## config.mk

```make
export PLATFORM = sky130hd
export DESIGN_NAME = serial_add_sub
export DESIGN_NICKNAME = d
export VERILOG_FILES = /design/src/rtl/serial_add_sub.sv
export SDC_FILE = /design/constraint.sdc
export NUM_CORES = 1
export LEC_CHECK = 0
export ABC_AREA = 1
export CORE_UTILIZATION = 52
export CTS_CLUSTER_SIZE = 25
export DETAILED_ROUTE_END_ITERATION = 6
export PLACE_DENSITY = 0.79
export SLEW_MARGIN = 25
export SYNTH_ARGS = -nofsm -noshare
export SYNTH_HDL_FRONTEND = slang
export SYNTH_SLANG_ARGS = --single-unit
```

## constraint.sdc

```tcl
create_clock -name clk -period 1.5 [get_ports clk]
set_clock_uncertainty 0.05 [all_clocks]
set_input_delay 0.45 -clock clk [delete_from_list [all_inputs] [get_ports clk]]
set_output_delay 0.45 -clock clk [all_outputs]
set_load 0.02 [all_outputs]
```

## src/rtl/serial_add_sub.sv

```systemverilog
// serial_add_sub: digit-serial adder/subtractor.
// Each RUN cycle adds the low DIGIT bits of the two operand shift registers
// through a ripple slice. The slice carry is registered between digits, so the
// critical path is one DIGIT-bit ripple and does not depend on WIDTH.
// WIDTH must be >= 2 and an integer multiple of DIGIT.
//
// state | meaning
// IDLE  | waiting for start; the previous result is held on sum/cout/overflow
// RUN   | one digit is processed per cycle; start is ignored
module serial_add_sub #(
  parameter int WIDTH = 8,
  parameter int DIGIT = 1
) (
  input  logic             clk,
  input  logic             rst_n,
  input  logic             start,
  input  logic             sub,
  input  logic [WIDTH-1:0] a,
  input  logic [WIDTH-1:0] b,
  input  logic             cin,
  output logic             busy,
  output logic             done,
  output logic [WIDTH-1:0] sum,
  output logic             cout,
  output logic             overflow
);

  localparam int N     = WIDTH / DIGIT;
  localparam int CNT_W = (N > 1) ? $clog2(N) : 1;
  localparam logic [CNT_W-1:0] LAST = CNT_W'(N - 1);

  typedef enum logic {
    IDLE,
    RUN
  } state_t;

  state_t           state;
  logic [WIDTH-1:0] a_sr;
  logic [WIDTH-1:0] b_sr;
  logic [WIDTH-1:0] res_sr;
  logic             carry;
  logic [CNT_W-1:0] cnt;

  logic [DIGIT-1:0] slice_sum;
  logic             slice_cout;
  logic             cin_msb;
  logic             cy;
  logic [WIDTH-1:0] res_next;

  // Ripple slice: each iteration is one full-adder cell; cin_msb keeps the
  // carry entering the top bit of the digit for the signed-overflow flag.
  always_comb begin
    cy        = carry;
    cin_msb   = carry;
    slice_sum = '0;
    for (int i = 0; i < DIGIT; i++) begin
      cin_msb      = cy;
      slice_sum[i] = a_sr[i] ^ b_sr[i] ^ cy;
      cy           = (a_sr[i] & b_sr[i]) | (cy & (a_sr[i] ^ b_sr[i]));
    end
    slice_cout = cy;
  end

  // New digit enters the result register from the top, so after N digits the
  // least significant digit has reached bit 0.
  assign res_next = (res_sr >> DIGIT) | (WIDTH'(slice_sum) << (WIDTH - DIGIT));

  // Control FSM with registered handshake and result outputs.
  always_ff @(posedge clk or negedge rst_n) begin
    if (!rst_n) begin
      state    <= IDLE;
      a_sr     <= '0;
      b_sr     <= '0;
      res_sr   <= '0;
      carry    <= 1'b0;
      cnt      <= '0;
      busy     <= 1'b0;
      done     <= 1'b0;
      sum      <= '0;
      cout     <= 1'b0;
      overflow <= 1'b0;
    end else begin
      done <= 1'b0;
      case (state)
        IDLE: begin
          if (start) begin
            // Subtraction is a + ~b + ~borrow_in.
            a_sr  <= a;
            b_sr  <= sub ? ~b : b;
            carry <= sub ? ~cin : cin;
            cnt   <= '0;
            busy  <= 1'b1;
            state <= RUN;
          end
        end
        RUN: begin
          a_sr   <= a_sr >> DIGIT;
          b_sr   <= b_sr >> DIGIT;
          res_sr <= res_next;
          carry  <= slice_cout;
          cnt    <= cnt + 1'b1;
          if (cnt == LAST) begin
            sum      <= res_next;
            cout     <= slice_cout;
            overflow <= cin_msb ^ slice_cout;
            done     <= 1'b1;
            busy     <= 1'b0;
            state    <= IDLE;
          end
        end
        default: state <= IDLE;
      endcase
    end
  end

endmodule
```

## Word level (Yosys, flattened, before mapping)

Index checks and enable logic that the tools add are counted.

- Input bits: 21
- Output and inout bits: 12
- RAM bits: 0
- Word-level logic and storage cells: 45
- Memories kept: 0
- Flip-flop bits (word level): 41
- Memory bits (read-only): 0
- Bits in latches: 0

- Add/sub/neg operators: 1
- Equal/unequal tests: 3
- Muxes and demuxes: 18
- Magnitude comparators: 0
- Reduce and logical (&&, ||, !) cells: 2
- Bitwise logic cells: 10
- $mul: 0
- Shift operators: 0
- Divide/modulo/power cells: 0

Operators by type and width:

| cell | number |
|---|---|
| $pmux 8 s2 | 2 |
| $mux 8 | 3 |
| $mux 1 | 8 |
| $not 8->8 | 1 |
| $or 7x8->8 | 1 |
| $pmux 1 s2 | 3 |
| $pmux 3 s2 | 1 |
| $reduce_and 2->1 | 2 |
| $add 3x1->3 const B | 1 |
| $eq 3x3->1 const B | 1 |
| $mux 3 | 1 |
| $xor 1x1->1 | 3 |
| $and 1x1->1 | 2 |
| $ne 2x1->1 const B | 1 |
| $ne 2x2->1 const B | 1 |
| $not 1->1 | 2 |
| $or 1x1->1 | 1 |

## Longest topological paths before layout

Gate-level depths: netlist of the first run.

- Word-level depth: 4
- Gate-level depth with buffers: 7
- Mapped depth without buffers: 6

## Least setup slack after synthesis of the first run

Ideal clock, no wire load.

- Path kind: flip-flop to flip-flop
- Start: reg cnt[0]
- End: reg cout
- Period minus slack after synthesis: 1.275 ns
- Required time: 1.329 ns
- Arrival: 1.104 ns
- Cell stages (with the launch flop): 6
- Path buffers: 1
- Setup time: 0.121 ns
- Slack: 0.225 ns
- Cell sequence: dfrtp_1 ha_1 ha_1 nand2_4 buf_4 o21ai_1

- Word-level cells in the longest chain between the ends: 2

RTL lines:

| item | line | text |
|---|---|---|
| start, declared | 42 | `logic [CNT_W-1:0] cnt;` |
| start signal, assigned | 101 | `cnt <= cnt + 1'b1;` |
| $eq 3x3->1 | 102 | `if (cnt == LAST) begin` |
| $reduce_and 2->1 (no line) | - |  |
| end signal, assigned | 104 | `cout <= slice_cout;` |
| end, declared | 24 | `output logic cout,` |

No other way between the ends.
A chain may end at the register's enable or synchronous reset.

## Final worst setup path of the first run

- Start: reg cout
- End: out cout

No word-level cell between the ends.

==> impl_table.tex, run 1 <==
\begin{tabular}{lr}
\hline
Metric & Value \\
\hline
\multicolumn{2}{l}{\textbf{Run status}} \\
\quad Run status & finished, final reports clean \\
\multicolumn{2}{l}{\textbf{Worst setup path}} \\
\quad Worst r2r dst & overflow \\
\quad CP Buf/Inv Count & 1 \\
\quad Setup slack, reg-to-reg & 0.15 ns \\
\quad Crit Path Class & flop to output pin \\
\quad CP Max Fanout & 2 \\
\quad Signal arrival time at the worst endpoint & 0.91 ns \\
\quad Reg2Reg Launch Point & cnt[0] \\
\quad Delay of the slowest cell on the worst path & 0.40 ns \\
\quad Type of element launching the critical path & flop \\
\quad Endpoint required time on the critical path & 1.00 ns \\
\quad Critical path capture point type & output pin \\
\quad Reg2reg path depth & 6 \\
\quad CP max stage cell & sky130\_fd\_sc\_hd\_\_dfrtp\_1 \\
\quad Top Family by Delay on Critical Path & flip-flops \\
\quad Chain of cells forming the critical path & buf\_2 \\
\multicolumn{2}{l}{\textbf{Synthesis}} \\
\quad Cell taking the most area after synthesis & sky130\_fd\_sc\_hd\_\_dfrtp\_1 \\
\quad Post-synth ARST share & 100\% \\
\quad Synth top area cells & sky130\_fd\_sc\_hd\_\_dfrtp\_1 54\%, sky130\_fd\_sc\_hd\_\_nand2\_1 21\%, sky130\_fd\_sc\_hd\_\_inv\_1 5.7\% \\
\quad Synth unique cells & 18 \\
\quad Number of synthesis warnings & 0 \\
\quad Synthesized Nets & 252 \\
\quad Most common cell in the netlist & sky130\_fd\_sc\_hd\_\_nand2\_1 \\
\quad Post-synthesis register bit count & 40 \\
\quad Top-area cell type share of the netlist area & 54.1\% \\
\quad Mapped cell area & 0.00185 mm² \\
\quad Avg Cell Area, Syn & 8.15 µm² \\
\quad Sequential-to-total area share from yosys stat & 54.1\% \\
\quad Post-synth top cells & 105 x sky130\_fd\_sc\_hd\_\_nand2\_1, 40 x sky130\_fd\_sc\_hd\_\_dfrtp\_1, 28 x sky130\_fd\_sc\_hd\_\_inv\_1 \\
\quad Number of instances in the synthesized netlist & 227 \\
\quad Leading register cell type out of synthesis & sky130\_fd\_sc\_hd\_\_dfrtp\_1 \\
\quad Number of synthesized flops with an enable pin & 0 \\
\multicolumn{2}{l}{\textbf{Global routing}} \\
\quad Number of antenna violations at the first check in global routing & 0 \\
\quad GRT Residual Overflow & 0 \\
\quad Via count of the first global-routing pass & 1204 \\
\quad GR Util All Layers & 18.8\% \\
\quad First-pass GRT wire length & 5.06 mm \\
\quad Maximum number of pins on one net before global-route repair & 22 \\
\multicolumn{2}{l}{\textbf{STA}} \\
\quad Pins Over Slew Limit & 0 \\
\quad Number of hold violations in the final report & 0 \\
\quad Highest attainable clock frequency & 711 MHz \\
\quad Period utilization & 93.7\% \\
\quad Pin slew with the least headroom to its limit & 0.423 ns \\
\quad Normalized max-slew margin & 71.8\% \\
\quad Post-Route Setup TNS & 0 ns \\
\quad Final period demand of the worst path & 1.41 ns \\
\quad Finish-stage setup viols & 0 \\
\quad RSZ-0062 raised after global routing & no \\
\multicolumn{2}{l}{\textbf{Placement}} \\
\quad Number of buffers inserted by port buffering & 32 \\
\quad HPWL Detailed & 2.28 mm \\
\quad Final RePlAce weighted congestion & 0.742 \\
\multicolumn{2}{l}{\textbf{Job}} \\
\quad Number of maximum-capacitance violations & 0 \\
\multicolumn{2}{l}{\textbf{Clocking}} \\
\quad Largest buffer count on any clock path & 2 \\
\quad Clock insertion delay at the later pin of the skew report & 0.34 ns \\
\quad Total CTS buffers & 5 \\
\quad H-tree lvl count & 2 \\
\quad Clock transition at the register clock pins on the worst setup and hold paths after CTS & 0.11 ns \\
\quad Clock root buffer master & sky130\_fd\_sc\_hd\_\_clkbuf\_4 \\
\quad Num Clock Sinks & 40 \\
\quad Clock tree from TritonCTS & built \\
\multicolumn{2}{l}{\textbf{Floorplanning}} \\
\quad Die Footprint & 0.00380 mm² \\
\quad \# rows & 21 \\
\quad Initial Util & 55.0\% \\
\quad Core Region & 0.00336 mm² \\
\quad Count of pins on the block boundary & 33 \\
\quad Height of the die & 61.6 µm \\
\quad Die span in x & 61.6 µm \\
\multicolumn{2}{l}{\textbf{Drt}} \\
\quad Antenna-violating nets left & 0 \\
\quad Drt total wl & 3.10 mm \\
\quad Overall via count from detail\_route & 1442 \\
\quad Routed length per instance & 9.85 µm \\
\quad DRT iter0 DRCs & 43 \\
\quad Drc violations & 0 \\
\quad Routed vias/inst & 4.58 \\
\quad Router iterations before antenna repair & 4 \\
\multicolumn{2}{l}{\textbf{Layout}} \\
\quad Synthesis-to-layout area growth & 25.8\% \\
\quad Fraction of layout instances using a drive strength above 1 & 13.8\% \\
\quad Final nets & 293 \\
\quad Final antenna diode count & 0 \\
\quad Core occupancy in the finished layout & 69.2\% \\
\multicolumn{2}{l}{\textbf{Hold path}} \\
\quad Worst hold path cell count & 1 \\
\quad Sink of the worst hold path & cnt[0] \\
\quad Worst hold path type & flop to flop \\
\quad Hold wc startpoint & cnt[0] \\
\multicolumn{2}{l}{\textbf{Power}} \\
\quad Worst VDD drop & 0.789 mV \\
\quad Leakage & 1.32 nW \\
\quad Pwr/cell area & 1730 mW/mm² \\
\hline
\end{tabular}
-- worst max path at each step --
| stage | from | cells past startpoint | slack (ns) | endpoint |
|---|---|---|---|---|
| after floorplan | cnt[0] | 5 | 0.23 | cout |
| after global placement | start | 6 | -0.07 | b_sr[7] |
| after detailed placement | start | 6 | -0.08 | b_sr[0] |
| after CTS | cnt[0] | 6 | 0.01 | overflow |
| after global routing | busy | 1 | 0.04 | busy |
| final | cout | 1 | 0.09 | cout |
-- registers in the layout, indices dropped and copies added, names as in the netlist --
name      flops
b_sr          8
overflow      1
a_sr          8
done          1
res_sr        7
sum           8
carry         1
cnt           3
cout          1
busy          1
state         1
-- repair_timing --
item	CTS	global route
cloned	0	0
gates resized for setup	47	1
hold endpoints to repair	14	0
hold buffers	1	0
setup buffers	0	1
setup endpoints to repair	12	3
-- cell type report --
cell class	count	area, µm²
Inverter	31	121
Timing Repair Buffer	43	390
Multi-Input combinational cell	147	662
Tap cell	46	57.6
Fill cell	316	1040
Clock buffer	7	65.1
Clock inverter	1	30.0
Sequential cell	40	1000
-- layout by cell type, fill, tap and decap left out --
master and n:
sky130_fd_sc_hd__a21oi_1 8, sky130_fd_sc_hd__a22oi_1 1, sky130_fd_sc_hd__buf_12 4, sky130_fd_sc_hd__buf_2 13, sky130_fd_sc_hd__buf_4 6, sky130_fd_sc_hd__bufinv_16 1, sky130_fd_sc_hd__clkbuf_4 5, sky130_fd_sc_hd__clkbuf_8 2
sky130_fd_sc_hd__clkdlybuf4s50_1 19, sky130_fd_sc_hd__dfrtp_1 40, sky130_fd_sc_hd__dlygate4sd3_1 1, sky130_fd_sc_hd__fa_1 1, sky130_fd_sc_hd__ha_1 3, sky130_fd_sc_hd__inv_1 28, sky130_fd_sc_hd__inv_2 1, sky130_fd_sc_hd__inv_4 2
sky130_fd_sc_hd__nand2_1 105, sky130_fd_sc_hd__nand2_4 2, sky130_fd_sc_hd__nand3_1 9, sky130_fd_sc_hd__nor2_1 1, sky130_fd_sc_hd__nor2_4 1, sky130_fd_sc_hd__o21ai_0 7, sky130_fd_sc_hd__o21ai_1 9
-- through the flow --
step           instance area [µm²]  hold WS [ns]  std cells  worst slack (ns)  total power (W)
2_1_floorplan                 1850         0.104        227             0.225          0.00282
3_3_place_gp                  2260         0.352        305           -0.0695          0.00332
3_5_place_dp                  2260         0.351        305           -0.0815          0.00338
4_1_cts                       2310         0.432        314            0.0149          0.00405
5_1_grt                       2330         0.453        315            0.0366          0.00435
6_report                      2330         0.431        315            0.0941          0.00403
-- logic make-up after synthesis --
| logic type | Yosys count | share of synthesized area [%] |
|---|---|---|
| AOI/OAI and AO/OA | 25 | 6.90 |
| adders and majority gates | 4 | 3.11 |
| buffers and inverters | 40 | 10.1 |
| DFF | 40 | 54.1 |
| and+or+nand+nor | 118 | 25.8 |
-- where the power goes --
group          switching [W]  total, W  leakage, nW  internal [W]
registers           0.000258   0.00176        0.520       0.00150
clock network       0.000336  0.000778       0.0515      0.000443
logic               0.000879   0.00149        0.750      0.000608
-- worst register-to-register path: cells and delay by family (launching register included) --
family,cells,cell delay (ns)
adder cells (fa/ha/maj),2,0.45
AND/OR/NAND/NOR,3,0.24
flip-flops,1,0.42
buffers and inverters,1,0.14
-- layer usage --
metal  routed length, µm  global-route usage (%)
met1                1510                    24.7
met2                1410                    28.6
met3                 125                    5.67
met4                  55                    8.57
met5                   0                       0
(Power assumes the default switching activity.)
==> run 2, diff against run 1 <==
Settings changed: CORE_UTILIZATION 52 to 50, PLACE_DENSITY 0.79 to 0.76.
Clock period 1.5 ns to 1.6 ns, I/O delays scaled along.
==> run 2 against run 1 <==
Sequential share of layout area up 0.56 points. Hold slack worse by 0.32 ns. Clock power decreased by 22%. Wire length about the same. Count of clock-buffer cells in the layout fell by 1. Cell count fell by 1.6%. Non-clock buffer count is 4 lower. Die area rose by 3.9%. Sequential power fell by 6%. Global-route usage decreased by 0.32 points. Sequential cell count is the same. Design area down 1.3%. Largest power group unchanged. Highest routed layer unchanged.
==> impl_table.tex, run 2 (synthesized netlist as in run 1, its figures left out) <==
\begin{tabular}{lr}
\hline
Metric & Value \\
\hline
\multicolumn{2}{l}{\textbf{Layout}} \\
\quad Count of filler cells inserted in the layout & 296 \\
\quad Synthesis-to-layout area growth & 24.2\% \\
\quad Most used cells in the layout excluding fill and tap cells & 105 x sky130\_fd\_sc\_hd\_\_nand2\_1, 40 x sky130\_fd\_sc\_hd\_\_dfrtp\_1, 28 x sky130\_fd\_sc\_hd\_\_inv\_1 \\
\quad Leading registers by flop count & a\_sr: 8 flops, b\_sr: 8 flops, sum: 8 flops \\
\quad Most common library cell in the layout ignoring fill and taps & sky130\_fd\_sc\_hd\_\_nand2\_1 \\
\quad Fraction of layout instances using a drive strength above 1 & 7.58\% \\
\quad Final nets & 289 \\
\quad Final antenna diode count & 0 \\
\multicolumn{2}{l}{\textbf{Drt}} \\
\quad Uppermost metal layer occupied by signal nets & met4 \\
\quad Routed length on met3 & 94 µm \\
\quad Drc violations & 0 \\
\quad Drt total wl & 3.10 mm \\
\quad Overall via count from detail\_route & 1430 \\
\quad Routed vias/inst & 4.61 \\
\quad Antenna-violating nets left & 0 \\
\quad Routed length per instance & 10.0 µm \\
\quad Router iterations before antenna repair & 4 \\
\quad DRT iter0 DRCs & 91 \\
\quad Wire length the detailed router placed on met1 & 1.47 mm \\
\quad Met2 Routed Length & 1.49 mm \\
\multicolumn{2}{l}{\textbf{Hold path}} \\
\quad Worst hold path type & input port to asynchronous set/reset pin \\
\multicolumn{2}{l}{\textbf{STA}} \\
\quad Post-Route Setup TNS & 0 ns \\
\quad Pins Over Slew Limit & 0 \\
\quad Worst Hold Slack & 0.111 ns \\
\quad Period utilization & 95.0\% \\
\quad Final period demand of the worst path & 1.52 ns \\
\quad Number of hold violations in the final report & 0 \\
\quad RSZ-0062 raised after global routing & no \\
\quad Highest attainable clock frequency & 658 MHz \\
\quad Worst Slack Setup Final & 0.0806 ns \\
\quad Pin slew with the least headroom to its limit & 0.384 ns \\
\quad Normalized max-slew margin & 74.4\% \\
\quad Finish-stage setup viols & 0 \\
\multicolumn{2}{l}{\textbf{Floorplanning}} \\
\quad Die Footprint & 0.00395 mm² \\
\quad Height of the die & 62.8 µm \\
\quad Core Region & 0.00344 mm² \\
\quad Initial Util & 53.7\% \\
\quad Die span in x & 62.8 µm \\
\quad Count of pins on the block boundary & 33 \\
\quad \# rows & 21 \\
\multicolumn{2}{l}{\textbf{Worst setup path}} \\
\quad Type of element launching the critical path & flop \\
\quad CP Max Fanout & 2 \\
\quad Critical path capture point type & output pin \\
\quad Delay of the slowest cell on the worst path & 0.39 ns \\
\quad Signal arrival time at the worst endpoint & 0.99 ns \\
\quad CP Buf/Inv Count & 1 \\
\quad CP max stage cell & sky130\_fd\_sc\_hd\_\_dfrtp\_1 \\
\quad Reg2Reg Launch Point & cnt[0] \\
\quad Worst r2r dst & overflow \\
\quad Endpoint required time on the critical path & 1.07 ns \\
\quad Top Family by Delay on Critical Path & flip-flops \\
\quad Setup slack, reg-to-reg & 0.15 ns \\
\quad Crit Path Class & flop to output pin \\
\quad Chain of cells forming the critical path & dlygate4sd2\_1 \\
\quad Reg2reg path depth & 6 \\
\multicolumn{2}{l}{\textbf{Global routing}} \\
\quad GR Util All Layers & 18.4\% \\
\quad Number of antenna violations at the first check in global routing & 0 \\
\quad Maximum number of pins on one net before global-route repair & 41 \\
\quad Via count of the first global-routing pass & 1339 \\
\quad GRT Residual Overflow & 0 \\
\quad First-pass GRT wire length & 5.70 mm \\
\multicolumn{2}{l}{\textbf{Clocking}} \\
\quad Clock tree from TritonCTS & built \\
\quad Total CTS buffers & 5 \\
\quad Clock insertion delay at the later pin of the skew report & 0.29 ns \\
\quad H-tree lvl count & 2 \\
\quad Largest buffer count on any clock path & 2 \\
\quad Post-cts hold buffer count & 0 \\
\quad Num Clock Sinks & 40 \\
\quad Clock root buffer master & sky130\_fd\_sc\_hd\_\_clkbuf\_8 \\
\quad Clock transition at the register clock pins on the worst setup and hold paths after CTS & 0.07 ns \\
\multicolumn{2}{l}{\textbf{Placement}} \\
\quad HPWL Detailed & 2.20 mm \\
\quad Pre-CTS worst setup slack & -0.0355 ns \\
\quad Number of buffers inserted by port buffering & 32 \\
\quad Final RePlAce weighted congestion & 0.735 \\
\multicolumn{2}{l}{\textbf{Run status}} \\
\quad Run status & finished, final reports clean \\
\multicolumn{2}{l}{\textbf{Job}} \\
\quad Number of maximum-capacitance violations & 0 \\
\multicolumn{2}{l}{\textbf{Power}} \\
\quad Leakage & 1.31 nW \\
\quad Worst VDD drop & 0.629 mV \\
\quad Pwr/cell area & 1590 mW/mm² \\
\hline
\end{tabular}
-- run 2: worst max path at each step --
stage / endpoint / slack [ns] / cells past startpoint / startpoint
floorplan: cout / 0.33 / 5 / cnt[0]
global placement: b_sr[7] / 0.005 / 6 / start
detailed placement: a_sr[3] / -0.04 / 6 / start
CTS: sum[4] / 0.07 / 1 / sum[4]
global route: sum[3] / 0.05 / 1 / sum[3]
finish: sum[4] / 0.08 / 1 / sum[4]
-- run 2: repair_timing --
item / CTS / global route
gates resized for setup: 12 / 0
buffers inserted: 0 / 0
endpoints found under the setup margin: 12 / 0
-- run 2: metal layers --
metal	track usage, %	vias to the layer above
met5	0	-
met4	9.30	0
met3	3.83	5
met2	29.9	32
met1	23.3	632
li1	-	761
-- run 2: per-stage QoR --
step | utilization [%] | instance area [µm²] | std cells | power, W
6_report | 66.7 | 2300 | 310 | 0.00365
5_1_grt | 66.7 | 2300 | 310 | 0.00397
4_1_cts | 66.7 | 2300 | 310 | 0.00370
3_5_place_dp | 64.9 | 2230 | 303 | 0.00316
3_3_place_gp | 64.9 | 2230 | 303 | 0.00310
2_1_floorplan | - | 1850 | 227 | 0.00265
-- run 2: power by group --
| part | total [W] | internal (W) | switching, W | leakage [nW] |
|---|---|---|---|---|
| logic | 0.00139 | 0.000564 | 0.000822 | 0.747 |
| registers | 0.00166 | 0.00141 | 0.000241 | 0.520 |
| clock network | 0.000607 | 0.000296 | 0.000311 | 0.0410 |
| total | 0.00365 | 0.00228 | 0.00137 | 1.31 |
-- run 2: area by class of cell --
type                    count  area [µm²]  area share (%)
clock buffers               6        72.6            3.16
clock inverters             1        5.00           0.218
inverters                  31         121            5.28
multi-input cells         147         662            28.8
flip-flops and latches     40        1000            43.6
well taps                  46        57.6            2.51
repair buffers             39         378            16.4
==> run 3, diff against run 2 <==
Settings changed: CORE_MARGIN set to 1.5.
==> run 3 against run 2 <==
Sequential power is essentially flat. Sequential cell count is the same. Hold slack lost 0.016 ns. Cell count is the same. First-iteration DRC count grew 7.7%. Largest power group unchanged.
==> impl_table.tex, run 3 (synthesized netlist as in run 1, its figures left out) <==
\begin{tabular}{lr}
\hline
Metric & Value \\
\hline
\multicolumn{2}{l}{\textbf{Run status}} \\
\quad Run status & finished, final reports clean \\
\multicolumn{2}{l}{\textbf{Power}} \\
\quad Total design power & 0.00384 W \\
\quad Pwr/cell area & 1650 mW/mm² \\
\quad Proportion of total power due to net switching & 36.5\% \\
\quad Switch Pwr & 0.00140 W \\
\quad Int Pwr & 0.00244 W \\
\quad Relative contribution of combinational cells to total power & 35.8\% \\
\quad Share of power burned in the clock network & 21.1\% \\
\quad Sequential group share of total power & 43.1\% \\
\quad Leakage & 1.32 nW \\
\quad Worst VDD drop & 0.548 mV \\
\multicolumn{2}{l}{\textbf{Clocking}} \\
\quad Count of cells resized by post-cts repair & 12 \\
\quad Clock root buffer master & sky130\_fd\_sc\_hd\_\_clkbuf\_8 \\
\quad Clock transition at the register clock pins on the worst setup and hold paths after CTS & 0.08 ns \\
\quad Clock tree from TritonCTS & built \\
\quad Post-cts hold buffer count & 0 \\
\quad Total setup buffers inserted after CTS & 0 \\
\quad Largest buffer count on any clock path & 2 \\
\quad H-tree lvl count & 2 \\
\quad Num Clock Sinks & 40 \\
\quad Total CTS buffers & 5 \\
\quad Clock insertion delay at the later pin of the skew report & 0.30 ns \\
\multicolumn{2}{l}{\textbf{Global routing}} \\
\quad GR Layer Usage met3 & 5.28\% \\
\quad GRT Residual Overflow & 0 \\
\quad Busiest layer in global routing & met2 \\
\quad GR met2 Demand/Resource & 28.0\% \\
\quad First-pass GRT wire length & 5.84 mm \\
\quad GR Util All Layers & 18.2\% \\
\quad Met1 track demand over resource in global routing & 24.4\% \\
\quad Maximum number of pins on one net before global-route repair & 41 \\
\quad Number of antenna violations at the first check in global routing & 0 \\
\quad Via count of the first global-routing pass & 1350 \\
\multicolumn{2}{l}{\textbf{Worst setup path}} \\
\quad CP max stage cell & sky130\_fd\_sc\_hd\_\_dfrtp\_1 \\
\quad Reg2Reg Launch Point & cnt[0] \\
\quad Delay of the slowest cell on the worst path & 0.39 ns \\
\quad Reg2reg path depth & 6 \\
\quad Type of element launching the critical path & flop \\
\quad Top Family by Delay on Critical Path & flip-flops \\
\quad Crit Path Class & flop to output pin \\
\quad CP Max Fanout & 2 \\
\quad Signal arrival time at the worst endpoint & 1.01 ns \\
\quad Chain of cells forming the critical path & dlygate4sd2\_1 \\
\quad CP Buf/Inv Count & 1 \\
\quad Path length in cells of the critical path & 1 \\
\quad Endpoint required time on the critical path & 1.07 ns \\
\quad Critical path capture point type & output pin \\
\quad Critical path launch point & cout \\
\multicolumn{2}{l}{\textbf{Drt}} \\
\quad DRT iter0 DRCs & 98 \\
\quad Drc violations & 0 \\
\quad Router iterations before antenna repair & 4 \\
\quad Antenna-violating nets left & 0 \\
\quad Routed vias/inst & 4.72 \\
\quad Overall via count from detail\_route & 1463 \\
\quad Drt total wl & 3.15 mm \\
\quad Routed length per instance & 10.2 µm \\
\multicolumn{2}{l}{\textbf{STA}} \\
\quad Post-Route Setup TNS & 0 ns \\
\quad RSZ-0062 raised after global routing & no \\
\quad Number of hold violations in the final report & 0 \\
\quad Normalized max-slew margin & 74.2\% \\
\quad Pin slew with the least headroom to its limit & 0.387 ns \\
\quad Highest attainable clock frequency & 651 MHz \\
\quad Pins Over Slew Limit & 0 \\
\quad Finish-stage setup viols & 0 \\
\quad Final period demand of the worst path & 1.54 ns \\
\quad Worst Slack Setup Final & 0.0648 ns \\
\quad Period utilization & 96.0\% \\
\multicolumn{2}{l}{\textbf{Layout}} \\
\quad Leading registers by flop count & a\_sr: 8 flops, b\_sr: 8 flops, sum: 8 flops \\
\quad Fraction of layout instances using a drive strength above 1 & 7.58\% \\
\quad Post-route cell area & 0.00232 mm² \\
\quad Final antenna diode count & 0 \\
\quad Final nets & 288 \\
\quad Count of filler cells inserted in the layout & 319 \\
\quad Synthesis-to-layout area growth & 25.4\% \\
\quad Core occupancy in the finished layout & 67.4\% \\
\quad Most common library cell in the layout ignoring fill and taps & sky130\_fd\_sc\_hd\_\_nand2\_1 \\
\quad Most used cells in the layout excluding fill and tap cells & 105 x sky130\_fd\_sc\_hd\_\_nand2\_1, 40 x sky130\_fd\_sc\_hd\_\_dfrtp\_1, 28 x sky130\_fd\_sc\_hd\_\_inv\_1 \\
\multicolumn{2}{l}{\textbf{Floorplanning}} \\
\quad Count of pins on the block boundary & 33 \\
\quad Initial Util & 53.7\% \\
\quad \# rows & 21 \\
\quad Height of the die & 63.8 µm \\
\quad Core Region & 0.00344 mm² \\
\quad Die Footprint & 0.00407 mm² \\
\quad Die span in x & 63.8 µm \\
\multicolumn{2}{l}{\textbf{Placement}} \\
\quad Number of buffers inserted by port buffering & 32 \\
\quad HPWL Detailed & 2.14 mm \\
\quad Pre-CTS worst setup slack & -0.0462 ns \\
\quad Placed instance area & 0.00223 mm² \\
\quad Final RePlAce weighted congestion & 0.728 \\
\multicolumn{2}{l}{\textbf{Hold path}} \\
\quad Worst hold path type & input port to asynchronous set/reset pin \\
\multicolumn{2}{l}{\textbf{Job}} \\
\quad Number of maximum-capacitance violations & 0 \\
\hline
\end{tabular}
[run 3: layout make-up]
type	count	area (µm²)	area share (%)
tap	46	57.6	2.48
clock buffer	6	72.6	3.13
multi-input combinational	147	662	28.5
timing repair buffer	38	370	16.0
inverter	31	121	5.23
sequential	40	1000	43.2
clock inverter	2	35.0	1.51
[run 3: metal layers]
metal	vias up	share of wire, %
li1	761	-
met2	32	44
met3	6	4.0
met1	664	50
met4	0	1.8
met5	-	0
[run 3: power by group through the flow]
| stage | clock (W) | combinational [W] | sequential, W |
|---|---|---|---|
| 6_report | 0.000808 | 0.00137 | 0.00165 |
| 5_1_grt | 0.000868 | 0.00158 | 0.00171 |
| 4_1_cts | 0.000818 | 0.00139 | 0.00166 |
| 3_5_place_dp | 0 | 0.00147 | 0.00167 |
| 3_3_place_gp | 0 | 0.00144 | 0.00166 |
| 2_1_floorplan | 0 | 0.000882 | 0.00176 |
[run 3: path summary, 6_finish.rpt]
check	end	slack, ns
worst max-delay path	cout	0.06
worst max register to register	overflow	0.15
min in group clk	sum[7]	0.43
worst min-delay path	sum[6]	0.09
max in group asynchronous	sum[2]	1.22
worst min register to register	sum[7]	0.43
[run 3: per-stage QoR]
| stage | instances | hold slack (ns) |
|---|---|---|
| final | 310 | 0.0944 |
| after global routing | 310 | 0.113 |
| after CTS | 310 | 0.0957 |
| after detailed placement | 302 | 0.413 |
| after global placement | 302 | 0.409 |
| after floorplan | 227 | 0.134 |
